`src/rtl/quad_count_driver.sv`:
```
// Quadrature decoder that drives a 4-bit up/down counter (enables, direction, parallel load)
// and keeps a signed count of counter wraps reported through the counter's ripple carry.
module quad_count_driver #(
   parameter int SYNC_STAGES = 2,
   parameter int WRAP_W      = 8
) (
   input  logic              i_clk,
   input  logic              i_rst,
   input  logic              i_qa,
   input  logic              i_qb,
   input  logic              i_idx,
   input  logic              i_idx_en,
   input  logic [3:0]        i_preset,
   input  logic              i_rcob,
   input  logic              i_clr_err,
   output logic              o_u_db,
   output logic              o_enpb,
   output logic              o_entb,
   output logic              o_loadb,
   output logic [3:0]        o_a,
   output logic              o_err,
   output logic [WRAP_W-1:0] o_wrap
);

   localparam int ARM_CYCLES = SYNC_STAGES + 1;
   localparam int ARM_W      = $clog2(ARM_CYCLES + 1);
   localparam logic [ARM_W-1:0]  ARM_DONE = ARM_W'(ARM_CYCLES);
   localparam logic [ARM_W-1:0]  ARM_ONE  = ARM_W'(1);
   localparam logic [WRAP_W-1:0] WRAP_ONE = WRAP_W'(1);

   logic [SYNC_STAGES-1:0] r_qaSync;
   logic [SYNC_STAGES-1:0] r_qbSync;
   logic [SYNC_STAGES-1:0] r_idxSync;
   logic                   r_qaPrev;
   logic                   r_qbPrev;
   logic                   r_idxPrev;
   logic [ARM_W-1:0]       r_armCnt;

   logic w_armed;
   logic w_qaCur;
   logic w_qbCur;
   logic w_idxCur;
   logic w_qaChg;
   logic w_qbChg;
   logic w_step;
   logic w_stepUp;
   logic w_illegal;
   logic w_load;
   logic w_wrapEvent;

   // Synchronizer chains plus the "previous" samples that the decoder compares against.
   always_ff @(posedge i_clk) begin
      if (i_rst) begin
         r_qaSync  <= '0;
         r_qbSync  <= '0;
         r_idxSync <= '0;
         r_qaPrev  <= 1'b0;
         r_qbPrev  <= 1'b0;
         r_idxPrev <= 1'b0;
      end else begin
         r_qaSync  <= {r_qaSync[SYNC_STAGES-2:0], i_qa};
         r_qbSync  <= {r_qbSync[SYNC_STAGES-2:0], i_qb};
         r_idxSync <= {r_idxSync[SYNC_STAGES-2:0], i_idx};
         r_qaPrev  <= w_qaCur;
         r_qbPrev  <= w_qbCur;
         r_idxPrev <= w_idxCur;
      end
   end

   // The decoder stays quiet until the zeroed synchronizers have refilled with real input.
   always_ff @(posedge i_clk) begin
      if (i_rst) begin
         r_armCnt <= '0;
      end else if (!w_armed) begin
         r_armCnt <= r_armCnt + ARM_ONE;
      end
   end

   assign w_armed  = (r_armCnt == ARM_DONE);
   assign w_qaCur  = r_qaSync[SYNC_STAGES-1];
   assign w_qbCur  = r_qbSync[SYNC_STAGES-1];
   assign w_idxCur = r_idxSync[SYNC_STAGES-1];

   assign w_qaChg   = w_qaCur ^ r_qaPrev;
   assign w_qbChg   = w_qbCur ^ r_qbPrev;
   assign w_step    = w_armed & (w_qaChg ^ w_qbChg);
   assign w_illegal = w_armed & w_qaChg & w_qbChg;
   // For a single-bit Gray change, old A differing from new B means a forward step.
   assign w_stepUp  = r_qaPrev ^ w_qbCur;
   assign w_load    = w_armed & i_idx_en & w_idxCur & ~r_idxPrev;

   assign w_wrapEvent = ~o_enpb & ~i_rcob;

   // Counter drive, error flag and wrap count, all registered.
   always_ff @(posedge i_clk) begin
      if (i_rst) begin
         o_u_db  <= 1'b1;
         o_enpb  <= 1'b1;
         o_entb  <= 1'b1;
         o_loadb <= 1'b1;
         o_a     <= 4'h0;
         o_err   <= 1'b0;
         o_wrap  <= '0;
      end else begin
         o_enpb  <= ~(w_step & ~w_load);
         o_entb  <= ~(w_step & ~w_load);
         o_loadb <= ~w_load;
         if (w_load) begin
            o_a <= i_preset;
         end
         if (w_step && !w_load) begin
            o_u_db <= w_stepUp;
         end
         if (w_illegal) begin
            o_err <= 1'b1;
         end else if (i_clr_err) begin
            o_err <= 1'b0;
         end
         if (w_load) begin
            o_wrap <= '0;
         end else if (w_wrapEvent) begin
            o_wrap <= o_u_db ? (o_wrap + WRAP_ONE) : (o_wrap - WRAP_ONE);
         end
      end
   end

endmodule
```
`config.mk`:
```
export PLATFORM = sky130hd
export DESIGN_NAME = quad_count_driver
export DESIGN_NICKNAME = d
export VERILOG_FILES = /design/src/rtl/quad_count_driver.sv
export SDC_FILE = /design/constraint.sdc
export NUM_CORES = 1
export LEC_CHECK = 0
export ABC_AREA = 1
export CAP_MARGIN = 20
export CORE_MARGIN = 2
export CORE_UTILIZATION = 44
export CTS_CLUSTER_SIZE = 28
export DETAILED_ROUTE_END_ITERATION = 10
export PLACE_DENSITY = 0.85
export SKIP_CTS_REPAIR_TIMING = 1
export SLEW_MARGIN = 15
export SYNTH_ARGS = -nofsm -noshare
export SYNTH_HDL_FRONTEND = slang
export SYNTH_SLANG_ARGS = --single-unit
```
`constraint.sdc`:
```
create_clock -name i_clk -period 1.8 [get_ports i_clk]
set_clock_uncertainty 0.2 [all_clocks]
set_input_delay 0.45 -clock i_clk [delete_from_list [all_inputs] [get_ports i_clk]]
set_output_delay 0.45 -clock i_clk [all_outputs]
set_load 0.01 [all_outputs]
```
==> impl_metrics.yaml <==
sta:
  tightest_slew_ns: 0.298
  rsz0062_at_grt: "yes"
  finalHoldViolCount: 0
  layout_min_cycle_time_ns: 1.92
  maxSlewViolCount: 0
  setup_viol: 7
  fmax_ghz: 0.521
  tns_ns: -0.381
  period_share: 1.07
  slew_headroom: 0.801
  fin_ws_ns: -0.119
die:
  pin_count: 29
  die-area_um2: 3410
  die-width_um: 58.4
  start_util: 0.467
  die_height_um: 58.4
  fp.coreArea_um2: 2780
  rows: 19
setup_path:
  crit_buf_inv: 1
  start_kind: "flop"
  worst-setup-path-type: "reg -> out"
  crit_arrival_ns: 1.27
  slowest_stage: "clkdlybuf4s50_1"
  critPathRequiredTime_ns: 1.15
  slowest_delay_ns: 0.55
  cp_cell_sequence: "clkdlybuf4s50_1"
  rrSetupSlack_ns: -0.03
  crit_family: "buffers and inverters"
  cp_max_fo: 3
  setup.worst_path.end_class: "output port"
power_and_ir_drop:
  total_power_mw: 1.08
  clock_power_share: 0.259
  power.net_switching_mw: 0.285
  p_sw_frac: 0.264
  seqPwrFrac: 0.595
  p_int_mw: 0.795
  pwr_density_cell_nw_per_um2: 617
  vdd_ir_drop_max_uv: 593
  p_leak_nw: 1.00
  p_comb_frac: 0.146
clock_network:
  clock-root-buffer: "clkbuf_4"
  cts_buffers: 3
  cts_tree: "done"
  cts.reportedPaths.clkPinSlew_ns: 0.15
  htreeDepth: 1
  clkSinkCount: 27
  clockBufferDepth: 2
  clkLatencyLatePin_ns: 0.33
final_layout:
  final_cells: 241
  drive_above_1_share: 0.133
  diodes: 0
  final_common_cell: "nand2_1"
  final_cell_mix: "38 x nand2_1, 25 x inv_1, 23 x nor2_1"
  final_area_um2: 1750
  fin_nets: 231
  syn_to_final_growth_pct: 34.6
run_status:
  status: "complete, but fails checks"
  violations: "negative setup slack"
placement:
  dp_hpwl_mm: 1.95
  dp_worst_setup_slack_ns: -0.0148
  dpl.cell_count: 236
  place.gp.congestion: 0.849
  dpl_cell_area_um2: 1660
  port-buffer-count: 28
logic_synthesis:
  synth_seq_cells: 27
  post_synth_num_cell_types: 22
  avgSynthCellArea_um2: 7.56
  synth_area_um2: 1300
  synth_nets: 192
  ys_seq_area_frac: 0.416
  yosysWarnings: 0
  synthCells: 172
route:
  final_antenna_net_count: 0
  wl_per_cell_um: 10.1
  drt_iter0_markers: 18
  vias: 1129
  dr.pass1.iters: 4
  wl_mm: 2.45
  drc_errors: 0
  routed_via_density: 4.68
grt:
  grt_pass1_wl_mm: 3.96
  grt_pass1_vias: 986
  top_usage_layer: "met2"
  grt_use_met1: 0.168
  grt.total_usage: 0.149
  grt_overflow: 0
  grt_max_degree: 18
  grt_use_met3: 0.0396
  antenna_found_initial: 0
  use_met2: 0.279
min_path:
  hold_class: "reg -> reg"
job:
  drv_cap: 0
==> through the flow <==
| step | util | hold WS, ns |
|---|---|---|
| after detailed placement | 0.597 | 0.201 |
| final | 0.629 | 0.218 |
| after global placement | 0.597 | 0.189 |
| after CTS | 0.609 | 0.222 |
| after floorplan | - | 0.188 |
| after global routing | 0.629 | 0.241 |
==> synthesized netlist by cell type <==
master | instances | share of area
nand2_1 | 38 | 0.11
nand3_2 | 1 | 0.0077
a21oi_1 | 7 | 0.027
fa_1 | 1 | 0.015
dfxtp_1 | 27 | 0.42
ha_1 | 7 | 0.067
nor2_8 | 1 | 0.015
o21ai_1 | 2 | 0.0077
xnor2_1 | 4 | 0.027
or2_1 | 1 | 0.0048
clkinv_2 | 1 | 0.0038
nand3_1 | 14 | 0.054
nor2_2 | 2 | 0.0096
buf_4 | 1 | 0.0058
nand3b_1 | 3 | 0.017
nor2_1 | 23 | 0.066
o21ai_0 | 4 | 0.015
buf_2 | 2 | 0.0077
xor2_1 | 5 | 0.034
inv_1 | 25 | 0.072
o211ai_1 | 2 | 0.012
inv_4 | 1 | 0.0048
==> power groups by stage <==
| stage | combinational, mW | clock (mW) | sequential [mW] |
|---|---|---|---|
| 4_1_cts | 0.160 | 0.293 | 0.643 |
| 6_report | 0.157 | 0.280 | 0.642 |
| 5_1_grt | 0.179 | 0.316 | 0.645 |
| 3_5_place_dp | 0.159 | 0 | 0.656 |
| 3_3_place_gp | 0.153 | 0 | 0.654 |
| 2_1_floorplan | 0.0908 | 0 | 0.655 |
==> path summary, 6_finish.rpt <==
path              cells past startpoint          end         from
setup / recovery                      1    o_wrap[7]    o_wrap[7]
hold / removal                        2  r_qbSync[1]  r_qbSync[0]
setup reg to reg                      9    o_wrap[7]       o_u_db
hold reg to reg                       2  r_qbSync[1]  r_qbSync[0]
==> routing by layer <==
metal | vias up | share of wire
li1 | 609 | -
met3 | 2 | 0.044
met4 | 0 | 0.0053
met1 | 499 | 0.43
met5 | - | 0
met2 | 19 | 0.52
==> sequential cells by signal, indices dropped and copies added (netlist names), 2 cells and up <==
register and cells:
r_idxSync 2, r_qbSync 2, o_wrap 8, r_armCnt 2
r_qaSync 2, o_a 4
==> cells by family after synthesis <==
family / Yosys count / synth area share
AOI/OAI and AO/OA: 15 / 0.0616
buffers and inverters: 30 / 0.0943
DFF: 27 / 0.416
xor gates and xnor gates: 9 / 0.0606
and+or+nand+nor: 83 / 0.285
adders and majority gates: 8 / 0.0828
==> final cells by class <==
cell class | instances | area [um2]
Tap cell | 31 | 38.8
Clock inverter | 1 | 8.76
Multi-Input combinational cell | 115 | 637
Fill cell | 260 | 1030
Clock buffer | 3 | 22.5
Sequential cell | 27 | 554
Timing Repair Buffer | 37 | 383
Inverter | 27 | 105
No activity file was read; power rests on OpenSTA's default activity.
